===== config.mk =====
export PLATFORM = sky130hd
export DESIGN_NAME = instr_fetch_unit
export DESIGN_NICKNAME = d
export VERILOG_FILES = /design/src/rtl/instr_fetch_unit.sv
export SDC_FILE = /design/constraint.sdc
export NUM_CORES = 1
export LEC_CHECK = 0
export ABC_AREA = 1
export CAP_MARGIN = 10
export CORE_MARGIN = 4
export CORE_UTILIZATION = 60
export DETAILED_ROUTE_END_ITERATION = 10
export PLACE_DENSITY_LB_ADDON = 0.12
export SLEW_MARGIN = 10
export SYNTH_ARGS = -nofsm -noshare
export SYNTH_HDL_FRONTEND = slang
export SYNTH_SLANG_ARGS = --single-unit

===== constraint.sdc =====
create_clock -name clk -period 5.4 [get_ports clk]
set_clock_uncertainty 0.15 [all_clocks]
set_input_delay 1.08 -clock clk [delete_from_list [all_inputs] [get_ports clk]]
set_output_delay 1.08 -clock clk [all_outputs]
set_load 0.05 [all_outputs]

===== src/rtl/instr_fetch_unit.sv =====
// Fetch stage: owns the PC, issues 1-cycle-latency word reads to instruction memory and
// buffers returned words in a 2-entry FIFO presented to decode with a valid/ready handshake.
module instr_fetch_unit #(
    parameter logic [31:0] RESET_PC = 32'h0000_0000,
    parameter int unsigned IMEM_AW  = 6
) (
    input  logic               clk,
    input  logic               rst_n,
    input  logic               start,
    input  logic               halt,
    input  logic               redirect_valid,
    input  logic [31:0]        redirect_pc,
    output logic               imem_rd,
    output logic [IMEM_AW-1:0] imem_addr,
    input  logic [31:0]        imem_rdata,
    output logic               ir_valid,
    output logic [31:0]        ir,
    output logic [31:0]        ir_pc,
    input  logic               ir_ready,
    output logic               busy,
    output logic               misalign_err
);

    typedef enum logic [1:0] {
        S_IDLE   = 2'd0,
        S_RUN    = 2'd1,
        S_HALTED = 2'd2
    } state_e;

    state_e      state_q;
    logic        busy_q;
    logic        misalign_q;

    logic [31:0] pc_q, pc_d;
    logic        epoch_q, epoch_d;
    logic        infl_q, infl_d;
    logic        infl_epoch_q, infl_epoch_d;
    logic [31:0] infl_pc_q, infl_pc_d;

    // FIFO kept as a shift pair: entry 0 is always the head.
    logic [1:0]  cnt_q, cnt_d;
    logic [31:0] ent0_ir_q, ent0_ir_d, ent0_pc_q, ent0_pc_d;
    logic [31:0] ent1_ir_q, ent1_ir_d, ent1_pc_q, ent1_pc_d;

    logic        redir;
    logic        pop;
    logic [2:0]  level;
    logic        issue;
    logic [1:0]  cnt_mid;
    logic        rsp_ok;
    logic        push;

    assign redir    = redirect_valid && (state_q != S_IDLE);
    assign ir_valid = (cnt_q != 2'd0);
    assign pop      = ir_valid && ir_ready;
    assign level    = {1'b0, cnt_q} + {2'b00, infl_q} - {2'b00, pop};
    assign issue    = (state_q == S_RUN) && !redirect_valid && !halt && (level < 3'd2);
    assign cnt_mid  = cnt_q - {1'b0, pop};
    // A response from an older epoch, or one landing in a redirect cycle, is dropped.
    assign rsp_ok   = infl_q && (infl_epoch_q == epoch_q);
    assign push     = rsp_ok && !redir && (cnt_mid != 2'd2);

    assign imem_rd      = issue;
    assign imem_addr    = pc_q[IMEM_AW+1:2];
    assign ir           = ent0_ir_q;
    assign ir_pc        = ent0_pc_q;
    assign busy         = busy_q;
    assign misalign_err = misalign_q;

    always_ff @(posedge clk or negedge rst_n) begin
        if (!rst_n) begin
            state_q    <= S_IDLE;
            busy_q     <= 1'b0;
            misalign_q <= 1'b0;
        end else begin
            case (state_q)
                S_IDLE: begin
                    if (start) begin
                        state_q <= S_RUN;
                        busy_q  <= 1'b1;
                    end
                end
                S_RUN: begin
                    if (!redirect_valid && halt) state_q <= S_HALTED;
                end
                S_HALTED: begin
                    if (redirect_valid) state_q <= S_RUN;
                end
                default: begin
                    state_q <= S_IDLE;
                    busy_q  <= 1'b0;
                end
            endcase
            if (redir && (redirect_pc[1:0] != 2'b00)) misalign_q <= 1'b1;
        end
    end

    always_comb begin
        pc_d         = pc_q;
        epoch_d      = epoch_q;
        infl_d       = issue;
        infl_epoch_d = infl_epoch_q;
        infl_pc_d    = infl_pc_q;
        if (redir) begin
            pc_d    = {redirect_pc[31:2], 2'b00};
            epoch_d = ~epoch_q;
        end else if (issue) begin
            pc_d         = pc_q + 32'd4;
            infl_epoch_d = epoch_q;
            infl_pc_d    = pc_q;
        end
    end

    always_comb begin
        cnt_d     = cnt_q;
        ent0_ir_d = ent0_ir_q;
        ent0_pc_d = ent0_pc_q;
        ent1_ir_d = ent1_ir_q;
        ent1_pc_d = ent1_pc_q;
        if (redir) begin
            cnt_d = 2'd0;
        end else begin
            if (pop && (cnt_q == 2'd2)) begin
                ent0_ir_d = ent1_ir_q;
                ent0_pc_d = ent1_pc_q;
            end
            cnt_d = cnt_mid;
            if (push) begin
                if (cnt_mid == 2'd0) begin
                    ent0_ir_d = imem_rdata;
                    ent0_pc_d = infl_pc_q;
                end else begin
                    ent1_ir_d = imem_rdata;
                    ent1_pc_d = infl_pc_q;
                end
                cnt_d = cnt_mid + 2'd1;
            end
        end
    end

    always_ff @(posedge clk or negedge rst_n) begin
        if (!rst_n) begin
            pc_q         <= RESET_PC;
            epoch_q      <= 1'b0;
            infl_q       <= 1'b0;
            infl_epoch_q <= 1'b0;
            infl_pc_q    <= 32'd0;
            cnt_q        <= 2'd0;
            ent0_ir_q    <= 32'd0;
            ent0_pc_q    <= 32'd0;
            ent1_ir_q    <= 32'd0;
            ent1_pc_q    <= 32'd0;
        end else begin
            pc_q         <= pc_d;
            epoch_q      <= epoch_d;
            infl_q       <= infl_d;
            infl_epoch_q <= infl_epoch_d;
            infl_pc_q    <= infl_pc_d;
            cnt_q        <= cnt_d;
            ent0_ir_q    <= ent0_ir_d;
            ent0_pc_q    <= ent0_pc_d;
            ent1_ir_q    <= ent1_ir_d;
            ent1_pc_q    <= ent1_pc_d;
        end
    end

endmodule


Word-level counts from Yosys, hierarchy flattened

Index checks and enable logic that the tools add are counted.
W data, S select, Z words.

Register bits after elaboration: 201
Latch bits: 0
Memory bits (writable): 0
ROM bits: 0
Bits of input ports: 70
Output and inout bits: 74
Logic and storage cells: 72
Memories: 0

Add/sub/neg operators: 5
Multiply operators: 0
Div/mod/pow operators: 0
Order comparisons: 1
Eq/ne operators: 8
Shift operators: 0
Muxes and demuxes: 16
Bitwise logic cells: 4
Reductions and logical operators: 25

Operators with widths:

| cell                    | number |
|---|---|
| $mux W32                | 8 |
| $add A32 B3 Y32 const B | 1 |
| $logic_and A1 B1 Y1     | 11 |
| $mux W2                 | 5 |
| $reduce_bool A2 Y1      | 4 |
| $ne A2 B2 Y1 const B    | 3 |
| $pmux W2 S3             | 1 |
| $reduce_and A3 Y1       | 2 |
| $eq A2 B2 Y1 const B    | 2 |
| $logic_not A2 Y1        | 2 |
| $not A1 Y1              | 4 |
| $reduce_and A2 Y1       | 2 |
| $add A2 B1 Y3           | 1 |
| $logic_not A1 Y1        | 3 |
| $lt A3 B2 Y1 const B    | 1 |
| $sub A3 B1 Y3           | 1 |
| $add A2 B1 Y2 const B   | 1 |
| $eq A2 B1 Y1 const B    | 1 |
| $ne A2 B1 Y1 const B    | 1 |
| $pmux W1 S2             | 1 |
| $reduce_or A2 Y1        | 1 |
| $sub A2 B1 Y2           | 1 |
| $eq A1 B1 Y1            | 1 |
| $mux W1                 | 1 |

Logic depth before layout (Yosys ltp)

Gate-level depths: netlist of the first run.

Depth after elaboration: 7
Mapped depth: 16
Depth with buffers taken out: 13

Worst setup path after synthesis of the first run

Ideal clock, no wire load.

Path type: input -> output
From: input ir_ready
To: output imem_rd
Arrival time: 3007 ps
Data required time: 4170 ps
Path slack: 1163 ps
Stages on the path: 12
Path through: inv_1 > a21oi_1 > ha_1 > buf_2 > inv_2 > nand2_1 > fa_1 > nand2_1 > nor3_1 > nand2_1 > inv_2 > buf_2

Longest elaborated chain between the ends: 4

Ends and longest elaborated chain:

| what                | line | RTL |
|---|---|---|
| start: declaration  | 19   | `input logic ir_ready,` |
| $logic_and A1 B1 Y1 | 55   | `assign pop = ir_valid && ir_ready;` |
| $sub A3 B1 Y3       | 56   | `assign level = {1'b0, cnt_q} + {2'b00, infl_q} - {2'b00, pop};` |
| $lt A3 B2 Y1        | 57   | `assign issue = (state_q == S_RUN) && !redirect_valid && !halt && (level < 3'd2);` |
| $logic_and A1 B1 Y1 | 57   |  |
| end: declaration    | 13   | `output logic imem_rd,` |

Every way passes these cells.

Final worst setup path of the first run

Ends and elaborated chain as after synthesis.

==> report_table.html, run 1 <==
<table>
<tr><th>Metric</th><th>Value</th></tr>
<tr><th colspan="2">Timing</th></tr>
<tr><td>Time the final worst path needs with I/O delays and setup</td><td>about 4.5 ns</td></tr>
<tr><td>Worst hold margin</td><td>about 0.32 ns</td></tr>
<tr><td>Unrepaired setup endpoints after global routing</td><td>false</td></tr>
<tr><td>Slew Limit Fails</td><td>0</td></tr>
<tr><td>Accumulated negative setup slack</td><td>0 ns</td></tr>
<tr><td>Count of endpoints failing setup in the final report</td><td>0</td></tr>
<tr><td>Least-Margin Pin Slew</td><td>between 1 and 1.5 ns</td></tr>
<tr><td>Worst relative slew slack</td><td>0.297</td></tr>
<tr><td>Highest clock frequency the design can meet</td><td>approximately 220 MHz</td></tr>
<tr><td>Final hold vios</td><td>0</td></tr>
<tr><td>Final critical-path share of the clock period</td><td>0.837</td></tr>
<tr><th colspan="2">Routing</th></tr>
<tr><td>Wire per inst</td><td>14.2 um</td></tr>
<tr><td>Detailed-routed wire length on met3</td><td>~1400 um</td></tr>
<tr><td>Vias per inst</td><td>roughly 5.3</td></tr>
<tr><td>Wire length reported by the detailed router</td><td>between 20000 and 25000 um</td></tr>
<tr><td>Post-DRT Antenna Nets</td><td>0</td></tr>
<tr><td>First-pass iteration count of the detailed router</td><td>7</td></tr>
<tr><td>Detailed-routed wire length on met2</td><td>between 10000 and 15000 um</td></tr>
<tr><td>DRC violation count after routing</td><td>0</td></tr>
<tr><td>DRC marker count from the first detailed-route iteration</td><td>between 500 and 600</td></tr>
<tr><td>Uppermost routed layer</td><td>met4</td></tr>
<tr><td>Routed length on met1</td><td>about 11000 um</td></tr>
<tr><td>Overall via count from detail_route</td><td>a little over 9000</td></tr>
<tr><th colspan="2">Floorplanning</th></tr>
<tr><td>IO Pins</td><td>between 100 and 150</td></tr>
<tr><td>Core Area</td><td>approximately 0.017 mm^2</td></tr>
<tr><td>Standard-cell row count</td><td>47</td></tr>
<tr><td>Die outline width</td><td>about 140 um</td></tr>
<tr><td>Effective utilization at floorplan</td><td>0.613</td></tr>
<tr><td>Die area</td><td>about 0.019 mm^2</td></tr>
<tr><td>Die height</td><td>138 um</td></tr>
<tr><th colspan="2">GRT</th></tr>
<tr><td>Global-route congestion overflow total</td><td>0</td></tr>
<tr><td>Largest net degree at the start of global routing</td><td>120</td></tr>
<tr><td>Number of antenna violations at the first check in global routing</td><td>0</td></tr>
<tr><td>First-pass GRT wire length</td><td>between 40000 and 50000 um</td></tr>
<tr><td>Via count of the first global-routing pass</td><td>roughly 8500</td></tr>
<tr><td>GRT Total Usage</td><td>0.263</td></tr>
<tr><th colspan="2">Setup path</th></tr>
<tr><td>Critical Path Source Type</td><td>primary input</td></tr>
<tr><td>Maximum net fanout on the critical path</td><td>6</td></tr>
<tr><td>Type of the worst setup path</td><td>in2out</td></tr>
<tr><td>Arrival time of the worst setup path</td><td>between 3 and 4 ns</td></tr>
<tr><td>Critical Path End Type</td><td>output port</td></tr>
<tr><td>Crit path required time</td><td>roughly 4.2 ns</td></tr>
<tr><th colspan="2">Clocking</th></tr>
<tr><td>Hold buffers post-CTS</td><td>0</td></tr>
<tr><td>Post-CTS setup buffer count</td><td>0</td></tr>
<tr><td>Htree depth</td><td>4</td></tr>
<tr><td>Num CTS Buffers</td><td>17</td></tr>
<tr><td>Largest buffer count on any clock path</td><td>2</td></tr>
<tr><td>Reg clk slew, reported paths</td><td>approximately 0.06 ns</td></tr>
<tr><td>Quantity of gates resized following cts</td><td>0</td></tr>
<tr><td>TritonCTS sink count</td><td>just under 200</td></tr>
<tr><td>TritonCTS clock tree</td><td>built</td></tr>
<tr><td>Clk_lat worst skew</td><td>between 0.4 and 0.5 ns</td></tr>
<tr><td>Buffer type at the clock tree root</td><td>sky130_fd_sc_hd__clkbuf_16</td></tr>
<tr><th colspan="2">Power</th></tr>
<tr><td>Part of the power in combinational logic</td><td>0.455</td></tr>
<tr><td>Overall power</td><td>6.68 mW</td></tr>
<tr><td>Worst IR drop on VDD</td><td>368 uV</td></tr>
<tr><td>Clock group share of total power</td><td>0.185</td></tr>
<tr><td>Leakage power summed over all cells</td><td>between 6 and 7 nW</td></tr>
<tr><td>NetSw</td><td>a little over 3 mW</td></tr>
<tr><td>Internal power consumption</td><td>3.63 mW</td></tr>
<tr><td>Switching part of the total</td><td>0.456</td></tr>
<tr><td>Total power divided by cell area</td><td>between 500 and 600 mW/mm^2</td></tr>
<tr><td>Sequential cell fraction of total power</td><td>0.359</td></tr>
<tr><th colspan="2">Final layout</th></tr>
<tr><td>Final layout net count</td><td>~1600</td></tr>
<tr><td>Fill cells</td><td>~1400</td></tr>
<tr><td>Antenna diode instance count</td><td>0</td></tr>
<tr><td>Layout cell share with drive strength beyond 1</td><td>0.0505</td></tr>
<tr><td>Relative area change from synthesis to final layout</td><td>20.1%</td></tr>
<tr><td>Finished Layout Cells</td><td>1725</td></tr>
<tr><td>Cell area after layout</td><td>about 0.012 mm^2</td></tr>
<tr><th colspan="2">Logic synthesis</th></tr>
<tr><td>Synthesized area</td><td>between 0.01 and 0.015 mm^2</td></tr>
<tr><td>Yosys top cell by area</td><td>sky130_fd_sc_hd__dfrtp_1</td></tr>
<tr><td>Synthesized area per cell</td><td>approximately 7.3 um^2</td></tr>
<tr><td>Number of instances in the synthesized netlist</td><td>~1400</td></tr>
<tr><td>Number of flops mapped to enable cells by yosys</td><td>0</td></tr>
<tr><td>Number of warnings reported in the yosys synthesis log</td><td>0</td></tr>
<tr><td>Sequential cell area fraction in the yosys report</td><td>0.480</td></tr>
<tr><td>Number of distinct standard cells referenced by the synthesized netlist</td><td>33</td></tr>
<tr><td>Share of the synthesized area in the top cell type</td><td>0.480</td></tr>
<tr><td>Syn Nets</td><td>1477</td></tr>
<tr><td>Dominant cells by area after synthesis</td><td>sky130_fd_sc_hd__dfrtp_1 48%, sky130_fd_sc_hd__nand2_1 15%, sky130_fd_sc_hd__inv_1 8.8%, sky130_fd_sc_hd__nand3_1 6.4%, sky130_fd_sc_hd__nand4_1 4.2%</td></tr>
<tr><td>Top-count cell post-synth</td><td>sky130_fd_sc_hd__nand2_1</td></tr>
<tr><td>Commonest cells in the synthesized netlist</td><td>417 x sky130_fd_sc_hd__nand2_1, 238 x sky130_fd_sc_hd__inv_1, 195 x sky130_fd_sc_hd__dfrtp_1</td></tr>
<tr><td>Synth Register Bits</td><td>about 200</td></tr>
<tr><td>Most used flip-flop cell after synthesis</td><td>sky130_fd_sc_hd__dfrtp_1</td></tr>
<tr><td>Synth async-reset ratio</td><td>1.00</td></tr>
<tr><th colspan="2">Place</th></tr>
<tr><td>Placed standard-cell area</td><td>~0.012 mm^2</td></tr>
<tr><td>Count of input and output buffers</td><td>roughly 140</td></tr>
<tr><td>Detailed placer's ending HPWL</td><td>between 15000 and 20000 um</td></tr>
<tr><td>Final weighted congestion in routability-driven placement</td><td>0.887</td></tr>
<tr><td>Placed instance count</td><td>about 1700</td></tr>
<tr><th colspan="2">Run</th></tr>
<tr><td>Max-Cap Viols</td><td>0</td></tr>
<tr><th colspan="2">Hold path</th></tr>
<tr><td>Hold/Removal Path Class</td><td>reg2reg</td></tr>
<tr><th colspan="2">Status</th></tr>
<tr><td>Run status</td><td>finished, final reports clean</td></tr>
</table>
-- cells in the final DEF, fill, tap and decap left out, types with 5 or more instances in the layout --
master	count
sky130_fd_sc_hd__inv_2	10
sky130_fd_sc_hd__dfrtp_1	195
sky130_fd_sc_hd__nand4_1	68
sky130_fd_sc_hd__or2_2	10
sky130_fd_sc_hd__nand2_1	415
sky130_fd_sc_hd__ha_1	7
sky130_fd_sc_hd__o21ai_1	6
sky130_fd_sc_hd__inv_1	237
sky130_fd_sc_hd__xor2_1	7
sky130_fd_sc_hd__buf_4	12
sky130_fd_sc_hd__nand3_1	130
sky130_fd_sc_hd__clkbuf_16	17
sky130_fd_sc_hd__a21oi_1	64
sky130_fd_sc_hd__o21ai_0	34
sky130_fd_sc_hd__o211ai_1	5
sky130_fd_sc_hd__nor2_1	108
sky130_fd_sc_hd__clkdlybuf4s50_1	141
-- metrics by stage --
| step | setup WS [ns] | utilization |
|---|---|---|
| after floorplan | 1.16 | - |
| after global placement | 0.898 | 0.702 |
| after detailed placement | 0.875 | 0.702 |
| after CTS | 0.861 | 0.737 |
| after global routing | 0.696 | 0.737 |
| final | 0.881 | 0.737 |
-- final cells by class --
class                   count  area, um^2  share of cell area
flip-flops and latches    195        4880               0.400
multi-input cells         876        4000               0.328
repair buffers            156        1560               0.127
inverters                 247         927              0.0759
clock buffers              18         439              0.0360
well taps                 220         275              0.0225
clock inverters            13         136              0.0112
-- layer usage --
| layer | vias up | global-route usage |
|---|---|---|
| met2 | 293 | 0.427 |
| met1 | 4253 | 0.371 |
| met5 | - | 0 |
| li1 | 4506 | - |
| met4 | 0 | 0.0681 |
| met3 | 29 | 0.0470 |
-- worst paths after layout --
kind                       slack [ns]            end  depth (start not counted)           from
setup reg to reg                 2.03        pc_q[7]                         14       cnt_q[1]
hold reg to reg                  0.32  ent1_pc_q[24]                          2  ent1_pc_q[24]
setup / recovery                 0.88        imem_rd                         12       ir_ready
max in group asynchronous        3.33  infl_pc_q[13]                          2          rst_n
min in group asynchronous        0.60         ir[21]                          1          rst_n
hold / removal                   0.32  ent1_pc_q[24]                          2  ent1_pc_q[24]
-- logic make-up (layout without fill, tap and decap cells) --
logic type | count (synthesis) | in the layout | share of synthesized area
buf+inv | 327 | 434 | 0.129
simple gates | 746 | 746 | 0.315
fa+ha+maj | 9 | 9 | 0.0118
compound gates | 113 | 113 | 0.0577
flops | 195 | 195 | 0.480
xor+xnor | 8 | 8 | 0.00689
-- flip-flops by register name, indices dropped and copies added (netlist names) --
name / count
ent1_ir_q: 32
ir: 32
ir_pc: 32
ent1_pc_q: 30
infl_pc_q: 30
pc_q: 30
cnt_q: 2
state_q: 2
busy: 1
epoch_q: 1
infl_epoch_q: 1
infl_q: 1
misalign_err: 1
-- critical path: stages --
cell,delay [ns]
sky130_fd_sc_hd__clkdlybuf4s50_1,0.47
sky130_fd_sc_hd__inv_1,0.04
sky130_fd_sc_hd__a21oi_1,0.12
sky130_fd_sc_hd__ha_2,0.30
sky130_fd_sc_hd__inv_2,0.12
sky130_fd_sc_hd__nand2_1,0.08
sky130_fd_sc_hd__fa_1,0.48
sky130_fd_sc_hd__nand2_1,0.06
sky130_fd_sc_hd__nor3_1,0.19
sky130_fd_sc_hd__nand2_2,0.08
sky130_fd_sc_hd__inv_2,0.11
sky130_fd_sc_hd__buf_12,0.14
-- power groups by stage --
stage | clock network (mW) | logic, mW | registers (mW)
floorplan | 0 | 1.37 | 3.10
global placement | 0 | 2.98 | 2.40
detailed placement | 0 | 3.04 | 2.42
CTS | 1.25 | 3.06 | 2.40
global route | 1.32 | 3.32 | 2.48
finish | 1.24 | 3.04 | 2.40
No activity file was read; power rests on OpenSTA's default activity.
==> inputs of run 2 (changes only) <==
--- a/config.mk
+++ b/config.mk
@@ -8,7 +8,7 @@
 export ABC_AREA = 1
 export CAP_MARGIN = 10
 export CORE_MARGIN = 4
-export CORE_UTILIZATION = 60
+export CORE_UTILIZATION = 55
 export DETAILED_ROUTE_END_ITERATION = 10
 export PLACE_DENSITY_LB_ADDON = 0.12
 export SLEW_MARGIN = 10
==> constraint.sdc (replaced) <==
create_clock -name clk -period 4.7 [get_ports clk]
set_clock_uncertainty 0.15 [all_clocks]
set_input_delay 0.94 -clock clk [delete_from_list [all_inputs] [get_ports clk]]
set_output_delay 0.94 -clock clk [all_outputs]
set_load 0.05 [all_outputs]
==> run 2 against run 1 <==
Sequential share of layout area shrank 0.31 points. Via count shrank 2.4%. Power grew 17%. Worst hold slack gained 0.0050 ns. Worst setup slack lost 0.47 ns. First-iteration DRC count grew 10%. Final cell count grew 0.52%. Die area grew 8.6%. Critical path depth is the same. Clock-buffer cell count grew 1. Critical path type unchanged.
==> report_table.html, run 2 (same netlist as run 1, synthesis figures left out) <==
<table>
<tr><th>Metric</th><th>Value</th></tr>
<tr><th colspan="2">Routing</th></tr>
<tr><td>First-pass iteration count of the detailed router</td><td>8 (was 7)</td></tr>
<tr><td>Overall via count from detail_route</td><td>8867 (was 9081)</td></tr>
<tr><td>Vias per inst</td><td>5.11 (was 5.26)</td></tr>
<tr><td>DRC violation count after routing</td><td>0 (unchanged)</td></tr>
<tr><td>Post-DRT Antenna Nets</td><td>0 (unchanged)</td></tr>
<tr><td>Wire length reported by the detailed router</td><td>24800 um (was 24600 um)</td></tr>
<tr><td>DRC marker count from the first detailed-route iteration</td><td>651 (was 590)</td></tr>
<tr><td>Wire per inst</td><td>14.3 um (was 14.2 um)</td></tr>
<tr><th colspan="2">Timing</th></tr>
<tr><td>Count of endpoints failing setup in the final report</td><td>0 (unchanged)</td></tr>
<tr><td>Final critical-path share of the clock period</td><td>0.912</td></tr>
<tr><td>Least-Margin Pin Slew</td><td>0.941 ns (was 1.05 ns)</td></tr>
<tr><td>Slew Limit Fails</td><td>0 (unchanged)</td></tr>
<tr><td>Accumulated negative setup slack</td><td>0 ns (unchanged)</td></tr>
<tr><td>Time the final worst path needs with I/O delays and setup</td><td>between 4 and 5 ns</td></tr>
<tr><td>Worst relative slew slack</td><td>0.373 (was 0.297)</td></tr>
<tr><td>Final worst slack</td><td>0.415 ns (was 0.881 ns)</td></tr>
<tr><td>Final hold vios</td><td>0 (unchanged)</td></tr>
<tr><td>Highest clock frequency the design can meet</td><td>between 200 and 250 MHz</td></tr>
<tr><td>Unrepaired setup endpoints after global routing</td><td>false (unchanged)</td></tr>
<tr><td>Worst hold margin</td><td>0.328 ns (was 0.323 ns)</td></tr>
<tr><th colspan="2">Place</th></tr>
<tr><td>Detailed placer's ending HPWL</td><td>15900 um (was 15600 um)</td></tr>
<tr><td>Final weighted congestion in routability-driven placement</td><td>0.900 (was 0.887)</td></tr>
<tr><td>Placed instance count</td><td>1703 (was 1694)</td></tr>
<tr><td>Placed standard-cell area</td><td>0.0117 mm^2 (was 0.0116 mm^2)</td></tr>
<tr><td>Count of input and output buffers</td><td>143 (unchanged)</td></tr>
<tr><td>Post-placement setup slack</td><td>0.392 ns (was 0.875 ns)</td></tr>
<tr><th colspan="2">Setup path</th></tr>
<tr><td>Arrival time of the worst setup path</td><td>3.19 ns (was 3.29 ns)</td></tr>
<tr><td>Origin of the critical flop-to-flop path</td><td>cnt_q[1] (unchanged)</td></tr>
<tr><td>Cell-by-cell listing of the critical path</td><td>clkdlybuf4s50_1 &gt; inv_1 &gt; a21oi_1 &gt; ha_2 &gt; inv_2 &gt; nand2_1 &gt; fa_1 &gt; nand2_1 &gt; nor3_1 &gt; nand2_2 &gt; inv_2 &gt; buf_12 (unchanged)</td></tr>
<tr><td>First element of the critical path</td><td>ir_ready (unchanged)</td></tr>
<tr><td>Maximum net fanout on the critical path</td><td>6 (unchanged)</td></tr>
<tr><td>Count of cells along the worst register-to-register path</td><td>14 (unchanged)</td></tr>
<tr><td>Critical Path Source Type</td><td>primary input (unchanged)</td></tr>
<tr><td>Critical Path End Type</td><td>output port (unchanged)</td></tr>
<tr><td>Worst-path cell with the longest stage delay</td><td>sky130_fd_sc_hd__fa_1 (unchanged)</td></tr>
<tr><td>Crit path required time</td><td>3.61 ns (was 4.17 ns)</td></tr>
<tr><td>Crit path to</td><td>imem_rd (unchanged)</td></tr>
<tr><td>R2R Path End</td><td>pc_q[8] (was pc_q[7])</td></tr>
<tr><td>Crit path largest cell delay</td><td>0.49 ns (was 0.48 ns)</td></tr>
<tr><td>Slack of the worst reg-to-reg path</td><td>1.33 ns (was 2.03 ns)</td></tr>
<tr><td>Type of the worst setup path</td><td>in2out (unchanged)</td></tr>
<tr><th colspan="2">Clocking</th></tr>
<tr><td>Reg clk slew, reported paths</td><td>0.07 ns (was 0.06 ns)</td></tr>
<tr><td>Quantity of gates resized following cts</td><td>0 (unchanged)</td></tr>
<tr><td>TritonCTS sink count</td><td>195 (unchanged)</td></tr>
<tr><td>Post-CTS setup buffer count</td><td>0 (unchanged)</td></tr>
<tr><td>Buffer type at the clock tree root</td><td>sky130_fd_sc_hd__clkbuf_16 (unchanged)</td></tr>
<tr><td>Num CTS Buffers</td><td>17 (unchanged)</td></tr>
<tr><td>Clk_lat worst skew</td><td>0.43 ns (about the same)</td></tr>
<tr><td>Largest buffer count on any clock path</td><td>2 (unchanged)</td></tr>
<tr><td>Htree depth</td><td>4 (unchanged)</td></tr>
<tr><td>Hold buffers post-CTS</td><td>0 (unchanged)</td></tr>
<tr><td>TritonCTS clock tree</td><td>built (unchanged)</td></tr>
<tr><th colspan="2">Power</th></tr>
<tr><td>Leakage power summed over all cells</td><td>6.54 nW (was 6.49 nW)</td></tr>
<tr><td>Internal power consumption</td><td>4.30 mW (was 3.63 mW)</td></tr>
<tr><td>Part of the power in combinational logic</td><td>0.446 (was 0.455)</td></tr>
<tr><td>Clock group share of total power</td><td>0.201 (was 0.185)</td></tr>
<tr><td>Worst IR drop on VDD</td><td>367 uV (was 368 uV)</td></tr>
<tr><td>Overall power</td><td>7.80 mW (was 6.68 mW)</td></tr>
<tr><td>NetSw</td><td>3.50 mW (was 3.05 mW)</td></tr>
<tr><td>Total power divided by cell area</td><td>634 mW/mm^2 (was 547 mW/mm^2)</td></tr>
<tr><td>Sequential cell fraction of total power</td><td>0.353 (was 0.359)</td></tr>
<tr><td>Switching part of the total</td><td>0.449 (was 0.456)</td></tr>
<tr><th colspan="2">GRT</th></tr>
<tr><td>Largest net degree at the start of global routing</td><td>114 (was 120)</td></tr>
<tr><td>GRT Total Usage</td><td>0.246 (was 0.263)</td></tr>
<tr><td>Via count of the first global-routing pass</td><td>8369 (was 8515)</td></tr>
<tr><td>Number of antenna violations at the first check in global routing</td><td>0 (unchanged)</td></tr>
<tr><td>First-pass GRT wire length</td><td>41400 um (was 42000 um)</td></tr>
<tr><td>Global-route congestion overflow total</td><td>0 (unchanged)</td></tr>
<tr><th colspan="2">Final layout</th></tr>
<tr><td>Commonest cells after routing, fill and taps aside</td><td>415 x sky130_fd_sc_hd__nand2_1, 237 x sky130_fd_sc_hd__inv_1, 195 x sky130_fd_sc_hd__dfrtp_1, 141 x sky130_fd_sc_hd__clkdlybuf4s50_1, 130 x sky130_fd_sc_hd__nand3_1 (unchanged)</td></tr>
<tr><td>Finished Layout Cells</td><td>1734 (was 1725)</td></tr>
<tr><td>Footprint of the multi-input gates</td><td>0.00400 mm^2 (unchanged)</td></tr>
<tr><td>Antenna diode instance count</td><td>0 (unchanged)</td></tr>
<tr><td>Final layout net count</td><td>1572 (unchanged)</td></tr>
<tr><td>Most common cell after layout, fill and taps aside</td><td>sky130_fd_sc_hd__nand2_1 (unchanged)</td></tr>
<tr><td>Utilization of the core after routing</td><td>0.681 (was 0.737)</td></tr>
<tr><td>Fill cells</td><td>1542 (was 1362)</td></tr>
<tr><td>Relative area change from synthesis to final layout</td><td>21.0% (was 20.1%)</td></tr>
<tr><td>Cell area after layout</td><td>0.0123 mm^2 (was 0.0122 mm^2)</td></tr>
<tr><td>Area occupied by registers</td><td>0.00488 mm^2 (unchanged)</td></tr>
<tr><td>Layout cell share with drive strength beyond 1</td><td>0.0505 (unchanged)</td></tr>
<tr><th colspan="2">Floorplanning</th></tr>
<tr><td>Die outline width</td><td>144 um (was 138 um)</td></tr>
<tr><td>Die area</td><td>0.0207 mm^2 (was 0.0191 mm^2)</td></tr>
<tr><td>Die height</td><td>144 um (was 138 um)</td></tr>
<tr><td>Standard-cell row count</td><td>49 (was 47)</td></tr>
<tr><td>Core Area</td><td>0.0181 mm^2 (was 0.0166 mm^2)</td></tr>
<tr><td>IO Pins</td><td>144 (unchanged)</td></tr>
<tr><td>Effective utilization at floorplan</td><td>0.562 (was 0.613)</td></tr>
<tr><th colspan="2">Hold path</th></tr>
<tr><td>Hold/Removal Path Class</td><td>reg2reg (unchanged)</td></tr>
<tr><th colspan="2">Status</th></tr>
<tr><td>Run status</td><td>finished, final reports clean (unchanged)</td></tr>
<tr><th colspan="2">Run</th></tr>
<tr><td>Max-Cap Viols</td><td>0 (unchanged)</td></tr>
</table>
[run 2: cell types whose count changed in the layout (fill, tap and decap cells not counted)]
cell / delta
sky130_fd_sc_hd__clkinv_4: +3
sky130_fd_sc_hd__clkinvlp_4: -3
sky130_fd_sc_hd__buf_12: +2
sky130_fd_sc_hd__buf_4: -2
sky130_fd_sc_hd__bufinv_16: +2
sky130_fd_sc_hd__clkinv_2: -2
sky130_fd_sc_hd__clkbuf_8: +1
sky130_fd_sc_hd__inv_6: -1
[run 2: worst min-delay path by stage]
stage / slack, ns / endpoint / startpoint / cells after the start
after floorplan: 0.29 / ent1_pc_q[15] / ent1_pc_q[15] / 2
final: 0.33 / ent1_pc_q[27] / ent1_pc_q[27] / 2
after detailed placement: 0.31 / ent1_pc_q[27] / ent1_pc_q[27] / 2
after CTS: 0.33 / ent1_pc_q[27] / ent1_pc_q[27] / 2
after global placement: 0.31 / ent1_pc_q[15] / ent1_pc_q[15] / 2
after global routing: 0.35 / misalign_err / misalign_err / 1
[run 2: power groups by stage]
stage | combinational (mW) | clock (mW) | sequential [mW]
after global routing | 3.82 | 1.66 | 2.83
after CTS | 3.50 | 1.59 | 2.75
after global placement | 3.42 | 0 | 2.75
after detailed placement | 3.48 | 0 | 2.78
final | 3.48 | 1.57 | 2.75
after floorplan | 1.57 | 0 | 3.56
[run 2: layout make-up]
type,count,area share
flip-flops and latches,195,0.396
inverters,247,0.0753
multi-input cells,876,0.325
clock buffers,19,0.0368
repair buffers,156,0.128
well taps,229,0.0233
clock inverters,12,0.0147
[run 2: metal layers]
layer  wire length (um)  vias to the layer above  global-route usage
li1                   -                     4493                   -
met1              11600                     4086               0.361
met2              11500                      271               0.390
met3               1480                       17              0.0407
met4                207                        0              0.0545
met5                  0                        -                   0
[run 2: critical path, delay by kind of cell]
kind / cells / cell delay (ns)
adders and majority gates: 2 / 0.79
AOI/OAI and AO/OA: 1 / 0.12
buffers and inverters: 5 / 0.93
and+or+nand+nor: 4 / 0.41
==> inputs of run 3 (changes only) <==
--- a/config.mk
+++ b/config.mk
@@ -5,10 +5,9 @@
 export SDC_FILE = /design/constraint.sdc
 export NUM_CORES = 1
 export LEC_CHECK = 0
-export ABC_AREA = 1
 export CAP_MARGIN = 10
 export CORE_MARGIN = 4
-export CORE_UTILIZATION = 55
+export CORE_UTILIZATION = 53
 export DETAILED_ROUTE_END_ITERATION = 10
 export PLACE_DENSITY_LB_ADDON = 0.12
 export SLEW_MARGIN = 10
==> run 3 against run 2 <==
Register-to-register slack got worse by 0.42 ns. Wire length decreased by 24%. Combinational power decreased by 11%. Clock power increased by 4%. Critical endpoint unchanged. Highest routed layer unchanged.
==> report_table.html, run 3 <==
<table>
<tr><th>Metric</th><th>Value</th></tr>
<tr><th colspan="2">Setup path</th></tr>
<tr><td>Critical Path End Type</td><td>output port (unchanged)</td></tr>
<tr><td>Critical Path Source Type</td><td>primary input (unchanged)</td></tr>
<tr><td>Slack of the worst reg-to-reg path</td><td>0.91 ns (was 1.33 ns)</td></tr>
<tr><td>Crit path required time</td><td>3.61 ns (about the same)</td></tr>
<tr><td>Maximum net fanout on the critical path</td><td>5 (was 6)</td></tr>
<tr><td>Type of the worst setup path</td><td>in2out (unchanged)</td></tr>
<tr><td>R2R Path End</td><td>pc_q[31] (was pc_q[8])</td></tr>
<tr><td>Arrival time of the worst setup path</td><td>3.29 ns (was 3.19 ns)</td></tr>
<tr><td>Origin of the critical flop-to-flop path</td><td>cnt_q[1] (unchanged)</td></tr>
<tr><td>Count of cells along the worst register-to-register path</td><td>13 (was 14)</td></tr>
<tr><th colspan="2">Timing</th></tr>
<tr><td>Time the final worst path needs with I/O delays and setup</td><td>4.38 ns (was 4.28 ns)</td></tr>
<tr><td>Highest clock frequency the design can meet</td><td>228 MHz (was 233 MHz)</td></tr>
<tr><td>Unrepaired setup endpoints after global routing</td><td>false (unchanged)</td></tr>
<tr><td>Slew Limit Fails</td><td>0 (unchanged)</td></tr>
<tr><td>Final worst slack</td><td>0.322 ns (was 0.415 ns)</td></tr>
<tr><td>Final hold vios</td><td>0 (unchanged)</td></tr>
<tr><td>Worst hold margin</td><td>0.343 ns (was 0.328 ns)</td></tr>
<tr><td>Count of endpoints failing setup in the final report</td><td>0 (unchanged)</td></tr>
<tr><td>Worst relative slew slack</td><td>0.425 (was 0.373)</td></tr>
<tr><td>Final critical-path share of the clock period</td><td>0.932 (was 0.912)</td></tr>
<tr><td>Least-Margin Pin Slew</td><td>0.863 ns (was 0.941 ns)</td></tr>
<tr><td>Accumulated negative setup slack</td><td>0 ns (unchanged)</td></tr>
<tr><th colspan="2">Logic synthesis</th></tr>
<tr><td>Number of distinct standard cells referenced by the synthesized netlist</td><td>45 (was 33)</td></tr>
<tr><td>Commonest cells in the synthesized netlist</td><td>195 x sky130_fd_sc_hd__dfrtp_1, 122 x sky130_fd_sc_hd__nand2_1, 75 x sky130_fd_sc_hd__inv_1 (was 417 x sky130_fd_sc_hd__nand2_1, 238 x sky130_fd_sc_hd__inv_1, 195 x sky130_fd_sc_hd__dfrtp_1)</td></tr>
<tr><td>Top-count cell post-synth</td><td>sky130_fd_sc_hd__dfrtp_1 (was sky130_fd_sc_hd__nand2_1)</td></tr>
<tr><td>Synthesized area</td><td>0.00836 mm^2 (was 0.0102 mm^2)</td></tr>
<tr><td>Number of flops mapped to enable cells by yosys</td><td>0 (unchanged)</td></tr>
<tr><td>Yosys top cell by area</td><td>sky130_fd_sc_hd__dfrtp_1 (unchanged)</td></tr>
<tr><td>Share of the synthesized area in the top cell type</td><td>0.584 (was 0.480)</td></tr>
<tr><td>Sequential cell area fraction in the yosys report</td><td>0.584 (was 0.480)</td></tr>
<tr><td>Number of warnings reported in the yosys synthesis log</td><td>0 (unchanged)</td></tr>
<tr><td>Synthesized area per cell</td><td>10.5 um^2 (was 7.27 um^2)</td></tr>
<tr><td>Synth Register Bits</td><td>195 (unchanged)</td></tr>
<tr><td>Dominant cells by area after synthesis</td><td>sky130_fd_sc_hd__dfrtp_1 58%, sky130_fd_sc_hd__mux2_2 8.4%, sky130_fd_sc_hd__nand2_1 5.5%, sky130_fd_sc_hd__o22ai_1 4.7%, sky130_fd_sc_hd__a21oi_1 4.2% (was sky130_fd_sc_hd__dfrtp_1 48%, sky130_fd_sc_hd__nand2_1 15%, sky130_fd_sc_hd__inv_1 8.8%, sky130_fd_sc_hd__nand3_1 6.4%, sky130_fd_sc_hd__nand4_1 4.2%)</td></tr>
<tr><td>Synth async-reset ratio</td><td>1.00 (unchanged)</td></tr>
<tr><td>Most used flip-flop cell after synthesis</td><td>sky130_fd_sc_hd__dfrtp_1 (unchanged)</td></tr>
<tr><td>Syn Nets</td><td>877 (was 1477)</td></tr>
<tr><td>Number of instances in the synthesized netlist</td><td>798 (was 1398)</td></tr>
<tr><th colspan="2">Final layout</th></tr>
<tr><td>Layout cell share with drive strength beyond 1</td><td>0.123 (was 0.0505)</td></tr>
<tr><td>Finished Layout Cells</td><td>1140 (was 1734)</td></tr>
<tr><td>Most common cell after layout, fill and taps aside</td><td>sky130_fd_sc_hd__dfrtp_1 (was sky130_fd_sc_hd__nand2_1)</td></tr>
<tr><td>Commonest cells after routing, fill and taps aside</td><td>195 x sky130_fd_sc_hd__dfrtp_1, 141 x sky130_fd_sc_hd__clkdlybuf4s50_1, 122 x sky130_fd_sc_hd__nand2_1, 75 x sky130_fd_sc_hd__inv_1, 70 x sky130_fd_sc_hd__a21oi_1 (was 415 x sky130_fd_sc_hd__nand2_1, 237 x sky130_fd_sc_hd__inv_1, 195 x sky130_fd_sc_hd__dfrtp_1, 141 x sky130_fd_sc_hd__clkdlybuf4s50_1, 130 x sky130_fd_sc_hd__nand3_1)</td></tr>
<tr><td>Fill cells</td><td>1167 (was 1542)</td></tr>
<tr><td>Relative area change from synthesis to final layout</td><td>27.1% (was 21.0%)</td></tr>
<tr><td>Antenna diode instance count</td><td>0 (unchanged)</td></tr>
<tr><td>Area occupied by registers</td><td>0.00488 mm^2 (unchanged)</td></tr>
<tr><td>Footprint of the multi-input gates</td><td>0.00298 mm^2 (was 0.00400 mm^2)</td></tr>
<tr><td>Final layout net count</td><td>996 (was 1572)</td></tr>
<tr><th colspan="2">Hold path</th></tr>
<tr><td>Beginning of the worst hold path</td><td>misalign_err (was ent1_pc_q[27])</td></tr>
<tr><td>Hold/Removal Path Class</td><td>reg2reg (unchanged)</td></tr>
<tr><td>Number of stages on the worst hold path</td><td>1 (was 2)</td></tr>
<tr><td>Capture endpoint of the worst hold path</td><td>misalign_err (was ent1_pc_q[27])</td></tr>
<tr><th colspan="2">GRT</th></tr>
<tr><td>Largest net degree at the start of global routing</td><td>110 (was 114)</td></tr>
<tr><td>First-pass GRT wire length</td><td>32000 um (was 41400 um)</td></tr>
<tr><td>Global-route congestion overflow total</td><td>0 (unchanged)</td></tr>
<tr><td>GRT Total Usage</td><td>0.220 (was 0.246)</td></tr>
<tr><td>Number of antenna violations at the first check in global routing</td><td>0 (unchanged)</td></tr>
<tr><td>Via count of the first global-routing pass</td><td>6488 (was 8369)</td></tr>
<tr><th colspan="2">Floorplanning</th></tr>
<tr><td>IO Pins</td><td>144 (unchanged)</td></tr>
<tr><td>Core Area</td><td>0.0153 mm^2 (was 0.0181 mm^2)</td></tr>
<tr><td>Die area</td><td>0.0178 mm^2 (was 0.0207 mm^2)</td></tr>
<tr><td>Effective utilization at floorplan</td><td>0.546 (was 0.562)</td></tr>
<tr><td>Die height</td><td>134 um (was 144 um)</td></tr>
<tr><td>Die outline width</td><td>134 um (was 144 um)</td></tr>
<tr><td>Standard-cell row count</td><td>45 (was 49)</td></tr>
<tr><th colspan="2">Routing</th></tr>
<tr><td>Routed length on met1</td><td>8540 um (was 11600 um)</td></tr>
<tr><td>Wire per inst</td><td>16.5 um (was 14.3 um)</td></tr>
<tr><td>Post-DRT Antenna Nets</td><td>0 (unchanged)</td></tr>
<tr><td>Overall via count from detail_route</td><td>6327 (was 8867)</td></tr>
<tr><td>First-pass iteration count of the detailed router</td><td>5 (was 8)</td></tr>
<tr><td>Wire length reported by the detailed router</td><td>18800 um (was 24800 um)</td></tr>
<tr><td>Vias per inst</td><td>5.55 (was 5.11)</td></tr>
<tr><td>DRC violation count after routing</td><td>0 (unchanged)</td></tr>
<tr><td>Uppermost routed layer</td><td>met4 (unchanged)</td></tr>
<tr><td>DRC marker count from the first detailed-route iteration</td><td>481 (was 651)</td></tr>
<tr><td>Detailed-routed wire length on met3</td><td>943 um (was 1480 um)</td></tr>
<tr><td>Detailed-routed wire length on met2</td><td>9090 um (was 11500 um)</td></tr>
<tr><th colspan="2">Power</th></tr>
<tr><td>Total power divided by cell area</td><td>729 mW/mm^2 (was 634 mW/mm^2)</td></tr>
<tr><td>Overall power</td><td>7.74 mW (was 7.80 mW)</td></tr>
<tr><td>Leakage power summed over all cells</td><td>4.92 nW (was 6.54 nW)</td></tr>
<tr><td>Worst IR drop on VDD</td><td>374 uV (was 367 uV)</td></tr>
<tr><th colspan="2">Place</th></tr>
<tr><td>Count of input and output buffers</td><td>143 (unchanged)</td></tr>
<tr><td>Detailed placer's ending HPWL</td><td>12300 um (was 15900 um)</td></tr>
<tr><td>Post-placement setup slack</td><td>0.241 ns (was 0.392 ns)</td></tr>
<tr><td>Placed instance count</td><td>1109 (was 1703)</td></tr>
<tr><td>Final weighted congestion in routability-driven placement</td><td>0.887 (was 0.900)</td></tr>
<tr><th colspan="2">Clocking</th></tr>
<tr><td>TritonCTS sink count</td><td>195 (unchanged)</td></tr>
<tr><td>Post-CTS setup buffer count</td><td>0 (unchanged)</td></tr>
<tr><td>Quantity of gates resized following cts</td><td>0 (unchanged)</td></tr>
<tr><td>Htree depth</td><td>4 (unchanged)</td></tr>
<tr><td>Buffer type at the clock tree root</td><td>sky130_fd_sc_hd__clkbuf_16 (unchanged)</td></tr>
<tr><td>Clk_lat worst skew</td><td>0.43 ns (about the same)</td></tr>
<tr><td>Hold buffers post-CTS</td><td>0 (unchanged)</td></tr>
<tr><td>Largest buffer count on any clock path</td><td>2 (unchanged)</td></tr>
<tr><td>TritonCTS clock tree</td><td>built (unchanged)</td></tr>
<tr><td>Reg clk slew, reported paths</td><td>0.07 ns (about the same)</td></tr>
<tr><td>Num CTS Buffers</td><td>17 (unchanged)</td></tr>
<tr><th colspan="2">Status</th></tr>
<tr><td>Run status</td><td>finished, final reports clean (unchanged)</td></tr>
<tr><th colspan="2">Run</th></tr>
<tr><td>Max-Cap Viols</td><td>0 (unchanged)</td></tr>
</table>
[run 3: kinds of logic (layout without fill, tap and decap cells)]
| logic type | Yosys count | count (layout) | share of synthesized area |
|---|---|---|---|
| AND/OR/NAND/NOR | 199 | 199 | 0.106 |
| multiplexers | 64 | 64 | 0.0859 |
| adder cells (fa/ha/maj) | 9 | 9 | 0.0144 |
| XOR/XNOR | 21 | 21 | 0.0220 |
| buffers and inverters | 128 | 259 | 0.0603 |
| flip-flops | 195 | 195 | 0.584 |
| AO/OA/AOI/OAI | 182 | 182 | 0.127 |
[run 3: power by group]
| group | internal [mW] | switching [mW] | total, mW |
|---|---|---|---|
| Clock | 1.01 | 0.625 | 1.64 |
| Combinational | 1.16 | 1.94 | 3.10 |
| Sequential | 2.44 | 0.568 | 3.01 |
[run 3: area by class of cell]
| cell class | instances | share of cell area |
|---|---|---|
| clock inverters | 13 | 0.0216 |
| multi-input cells | 475 | 0.281 |
| well taps | 211 | 0.0249 |
| inverters | 75 | 0.0265 |
| repair buffers | 153 | 0.145 |
| flip-flops and latches | 195 | 0.459 |
| clock buffers | 18 | 0.0413 |
[run 3: worst max-delay path by stage]
| stage | to | cells after the start | startpoint | slack, ns |
|---|---|---|---|---|
| global route | imem_rd | 9 | ir_ready | 0.20 |
| finish | imem_rd | 9 | ir_ready | 0.32 |
| floorplan | imem_rd | 12 | cnt_q[1] | 0.25 |
| CTS | imem_rd | 9 | ir_ready | 0.32 |
| detailed placement | pc_q[31] | 12 | ir_ready | 0.24 |
| global placement | pc_q[27] | 12 | ir_ready | 0.33 |
[run 3: worst max-delay path, stage by stage]
cell	delay, ns
sky130_fd_sc_hd__clkdlybuf4s50_1	0.42
sky130_fd_sc_hd__and2_1	0.15
sky130_fd_sc_hd__ha_1	0.35
sky130_fd_sc_hd__nand2b_1	0.19
sky130_fd_sc_hd__fa_1	0.49
sky130_fd_sc_hd__nand4bb_1	0.13
sky130_fd_sc_hd__or2_2	0.33
sky130_fd_sc_hd__inv_1	0.13
sky130_fd_sc_hd__buf_12	0.15
[run 3: routing by layer]
layer | global-route usage | vias up
met3 | 0.0498 | 29
met1 | 0.304 | 3118
met5 | 0 | -
met4 | 0.0589 | 0
li1 | - | 2980
met2 | 0.354 | 200
[run 3: per-stage QoR]
stage | instance area (um^2) | util
2_1_floorplan | 8360 | -
3_3_place_gp | 9950 | 0.650
3_5_place_dp | 9950 | 0.650
4_1_cts | 10600 | 0.694
5_1_grt | 10600 | 0.694
6_report | 10600 | 0.694
==> RTL edit 1, RTL diff (flow settings as in run 2) <==
Encoding of `state_e`: now one-hot (3 bits for 3 states).
--- a/src/rtl/instr_fetch_unit.sv
+++ b/src/rtl/instr_fetch_unit.sv
@@ -21,10 +21,10 @@
     output logic               misalign_err
 );
 
-    typedef enum logic [1:0] {
-        S_IDLE   = 2'd0,
-        S_RUN    = 2'd1,
-        S_HALTED = 2'd2
+    typedef enum logic [2:0] {
+        S_IDLE   = 3'b001,
+        S_RUN    = 3'b010,
+        S_HALTED = 3'b100
     } state_e;
 
     state_e      state_q;
Behaviour: no difference found for any inputs over 4 cycles, from zero or initial values and one cycle with rst_n low; so few cycles prove little.
==> RTL edit 1 against run 2 <==
  * Power fell by 5.0%
  * Sequential cell count increased by 1
  * Via count down 15%
  * Setup slack improved by 0.10 ns
  * Routed wire length is 16% lower
  * Synthesized cell count shrank 19%
  * Final area decreased by 8.8%
  * Sequential share of layout area up 4.1 points
  * Area after synthesis down 10%
  * Highest routed layer unchanged
  * Critical path depth down 1
  * Global-route usage decreased by 1.5 points
==> RTL edit 1: results (changes against run 2) <==
[run_status]
status=finished, final reports clean  ; unchanged

[power]
p_seq_share_pct=38.0  ; was 35.3%
powerComb_w=0.00318  ; was 0.00348 W
p_sw_share_pct=43.2  ; was 44.9%
leakagePower_nw=5.19  ; was 6.54 nW
ir_drop_v=0.000343  ; was 0.000367 V
p_int_w=0.00421  ; was 0.00430 W

[synth]
seq_area_frac_synth_pct=53.7  ; was 48.0%
ys_types=34  ; was 33
synth_area_leaders=dfrtp_1, nor2_1, nand2_1, o21ai_0, inv_1  ; was dfrtp_1, nand2_1, inv_1, nand3_1, nand4_1
postSynthAreaPerCell_um2=8.07  ; was 7.27 um2
synth_nets=1205  ; was 1477
synth_commonest_cells=nor2_1, nand2_1, dfrtp_1  ; was nand2_1, inv_1, dfrtp_1

[grt]
gr-usage-met2_pct=34.6  ; was 39.0%
grt.met3_usage_pct=3.42  ; was 4.07%
globalRouteMet1Util_pct=35.1  ; was 36.1%
grt_pass1_wl_mm=34.8  ; was 41.4 mm
grt_max_degree=94  ; was 114

[layout]
clock_area_share_pct=5.13  ; was 5.15%
inv_count=130  ; was 247
buf_share_pct=13.9  ; was 12.8%
layout-drive-gt1-share_pct=5.40  ; was 5.05%
final.fill_count=1318  ; was 1542
seq_cells=196  ; was 195
instances_no_fill=1476  ; was 1734
multi_input_area_share_pct=30.5  ; was 32.5%
multi_input_area_mm2=0.00343  ; was 0.00400 mm2
num-multi-input-gates=747  ; was 876
buffers=155  ; was 156
clock_buffers=24  ; was 19

[place]
hpwl_mm=14.0  ; was 15.9 mm
place_congestion=0.896  ; was 0.900
postPlaceCellArea_mm2=0.0107  ; was 0.0117 mm2

[critical_path]
cpPeakStageDelay_ns=0.51  ; was 0.49 ns
crit_fanout=4  ; was 6
reg2regPathDepth=13  ; was 14
worstReg2RegEnd=pc_q[13]$_DFFE_PN0P_  ; was pc_q[8]$_DFFE_PN0P_
worst-r2r-setup-slack_ns=1.41  ; was 1.33 ns

[detailed_routing]
wl_met2_mm=9.15  ; was 11.5 mm
met1_length_mm=10.1  ; was 11.6 mm
wl_met3_mm=1.15  ; was 1.48 mm
viasPerCell=5.10  ; was 5.11
dr.pass1.iters=5  ; was 8
wl_mm=20.8  ; was 24.8 mm
drtIter0Drc=548  ; was 651

[timing]
worst_slack_ns=0.519  ; was 0.415 ns
holdWs_ns=0.330  ; was 0.328 ns
slew_headroom_pct=50.3  ; was 37.3%

[min_path]
worstHoldStart=ent1_pc_q[12]$_DFFE_PN0P_  ; was ent1_pc_q[27]$_DFFE_PN0P_
min_to=ent1_pc_q[12]$_DFFE_PN0P_  ; was ent1_pc_q[27]$_DFFE_PN0P_

[clocking]
cts_setup_buffers=0  ; unchanged

## RTL edit 1: changes by cell type in the layout (fill, tap and decap cells not counted), moves of 5 or more
cell | before | now
a21oi_1 | 64 | 44
inv_2 | 10 | 3
or2_2 | 10 | 2
nor2_1 | 108 | 221
nor2_2 | 2 | 7
inv_1 | 237 | 125
nand4_1 | 68 | 32
nand2_1 | 415 | 209
nand3_1 | 130 | 72
o21ai_0 | 34 | 109
## RTL edit 1: cells by family (layout without fill, tap and decap cells)
kind of cell | after synthesis | after routing | share of synthesized area [%]
AND/OR/NAND/NOR | 559 | 559 | 26.0
flip-flops | 196 | 196 | 53.7
buffers and inverters | 188 | 317 | 8.80
AO/OA/AOI/OAI | 176 | 176 | 10.0
XOR/XNOR | 8 | 8 | 0.768
adder cells (fa/ha/maj) | 4 | 4 | 0.631
==> RTL edit 2, RTL diff (flow settings as in run 2) <==
Made on the original files. Set the parameter `IMEM_AW` to 8 (it was 6).
--- a/src/rtl/instr_fetch_unit.sv
+++ b/src/rtl/instr_fetch_unit.sv
@@ -2,7 +2,7 @@
 // buffers returned words in a 2-entry FIFO presented to decode with a valid/ready handshake.
 module instr_fetch_unit #(
     parameter logic [31:0] RESET_PC = 32'h0000_0000,
-    parameter int unsigned IMEM_AW  = 6
+    parameter int unsigned IMEM_AW  = 8
 ) (
     input  logic               clk,
     input  logic               rst_n,
Ports: changed (resized imem_addr); port bits go from 144 to 146. No check against the original RTL was run, so the function may have changed too.
==> RTL edit 2 against run 2 <==
  * Register-to-register slack better by 0.03 ns
  * Final area is 0.29% lower
  * Largest cell class unchanged
  * Routed wire length is 1.3% lower
  * Setup slack better by 0.021 ns
  * Power is 0.70% lower
  * Sequential cell count stayed put
  * Critical endpoint unchanged
  * Hold slack worse by 0.0012 ns
  * Area after synthesis is 0.15% higher
  * Fmax is 0.48% higher
  * First-iteration DRC count is 12% higher
==> RTL edit 2: results (changes against run 2) <==
[synth]
async_flop_share_pct=100  ; unchanged
seq_area_frac_synth_pct=47.9  ; was 48.0%
synth_area_leaders=dfrtp_1, nand2_1, inv_1, nand3_1, nand4_1  ; unchanged
synth_nets=1479  ; was 1477
yosysWarnings=0  ; unchanged
synth_commonest_cells=nand2_1, inv_1, dfrtp_1  ; unchanged

[min_path]
worstHoldStart=ent1_pc_q[24]$_DFFE_PN0P_  ; was ent1_pc_q[27]$_DFFE_PN0P_
hold_path.class=register to register  ; unchanged

[clocking]
cts_root_buf=clkbuf_16  ; unchanged
cts_made_buffers=17  ; unchanged
htreeDepth=4  ; unchanged
cts.reportedPaths.clkPinSlew_ns=0.07  ; about the same
cts_setup_buffers=0  ; unchanged
insertion_delay_ns=0.43  ; about the same

[detailed_routing]
ant_nets=0  ; unchanged
wl_mm=24.4  ; was 24.8 mm
dr.pass1.iters=6  ; was 8
drtIter0Drc=732  ; was 651
viasPerCell=5.07  ; was 5.11

[timing]
timing.final.crit_share_pct=90.7  ; was 91.2%
slew_headroom_pct=41.9  ; was 37.3%

[place]
hpwl_mm=16.1  ; was 15.9 mm
io_buffer_count=145  ; was 143
place_ws_ns=0.423  ; was 0.392 ns
place_congestion=0.924  ; was 0.900

[grt]
grt_pass1_wl_mm=41.1  ; was 41.4 mm
antenna_found_initial=0  ; unchanged
grt_max_degree=109  ; was 114
gr-usage-all-layers_pct=24.5  ; was 24.6%
grt_pass1_vias=8133  ; was 8369

[critical_path]
startpoint_type=primary input  ; unchanged
worst-r2r-setup-slack_ns=1.36  ; was 1.33 ns
crit_arrival_ns=3.17  ; was 3.19 ns
rr_startpoint=cnt_q[1]$_DFF_PN0_  ; unchanged
crit_fanout=6  ; unchanged
crit_start=ir_ready  ; unchanged
worstReg2RegEnd=pc_q[8]$_DFFE_PN0P_  ; unchanged

[layout]
final_nets=1578  ; was 1572
layout-drive-gt1-share_pct=5.17  ; was 5.05%

[power]
p_sw_share_pct=45.4  ; was 44.9%
ir_drop_v=0.000396  ; was 0.000367 V
leakagePower_nw=6.53  ; was 6.54 nW

[run_status]
status=finished, final reports clean  ; unchanged

RTL edit 2: changes by cell type in the layout (fill, tap and decap cells not counted), moves of 2 or more:
cell / change
buf_4: +7
inv_6: +2
buf_12: -3
clkdlybuf4s50_1: +2
clkinv_4: -2
clkbuf_8: -2
RTL edit 2: final cells by class:
class / instances / area (um2)
clock buffers: 18 / 429
repair buffers: 162 / 1590
well taps: 229 / 287
inverters: 247 / 927
clock inverters: 12 / 156
flip-flops and latches: 195 / 4880
multi-input cells: 876 / 4000
fillers: 1602 / 5810
RTL edit 2: worst min-delay path by stage:
stage,endpoint,depth (start not counted)
finish,ent1_pc_q[24]$_DFFE_PN0P_,2
global route,misalign_err$_DFFE_PN0P_,1
CTS,ent1_pc_q[15]$_DFFE_PN0P_,2
detailed placement,ent1_pc_q[15]$_DFFE_PN0P_,2
global placement,ent1_pc_q[15]$_DFFE_PN0P_,2
floorplan,ent1_pc_q[15]$_DFFE_PN0P_,2
RTL edit 2: power groups by stage:
| stage | clock network (W) | logic (W) | registers (W) |
|---|---|---|---|
| after floorplan | 0 | 0.00161 | 0.00356 |
| after global placement | 0 | 0.00348 | 0.00275 |
| after detailed placement | 0 | 0.00354 | 0.00277 |
| after CTS | 0.00150 | 0.00356 | 0.00274 |
| after global routing | 0.00157 | 0.00387 | 0.00283 |
| final | 0.00147 | 0.00353 | 0.00275 |
RTL edit 2: critical path, stage by stage:
cell and delay (ns):
clkdlybuf4s50_1 0.48, inv_1 0.04, a21oi_1 0.12, ha_2 0.29
inv_2 0.13, nand2_1 0.08, fa_1 0.50, nand2_1 0.06
nor3_1 0.19, nand2_2 0.09, inv_2 0.12, buf_12 0.14
RTL edit 2: cell families (layout without fill, tap and decap cells):
logic type               Yosys count  in the layout  synth area share [%]
AND/OR/NAND/NOR                  746            746                  31.4
buffers and inverters            329            439                  13.0
flip-flops                       195            195                  47.9
AO/OA/AOI/OAI                    113            113                  5.76
adder cells (fa/ha/maj)            9              9                  1.18
XOR/XNOR                           8              8                 0.688
RTL edit 2: routing by layer:
layer | vias to the layer above | GRT usage [%] | wire [um]
li1 | 4514 | - | -
met1 | 4033 | 35.6 | 11600
met2 | 253 | 38.7 | 11300
met3 | 24 | 3.60 | 1250
met4 | 0 | 6.34 | 337
met5 | - | 0 | 0
RTL edit 2: stage by stage:
stage / cells / cell area (um2) / utilization, % / total power (W) / hold WS, ns
after floorplan: 1400 / 10200 / - / 0.00517 / 0.292
after global placement: 1709 / 11700 / 64.6 / 0.00623 / 0.307
after detailed placement: 1709 / 11700 / 64.6 / 0.00631 / 0.308
after CTS: 1739 / 12300 / 67.9 / 0.00779 / 0.326
after global routing: 1739 / 12300 / 67.9 / 0.00827 / 0.345
final: 1739 / 12300 / 67.9 / 0.00775 / 0.327
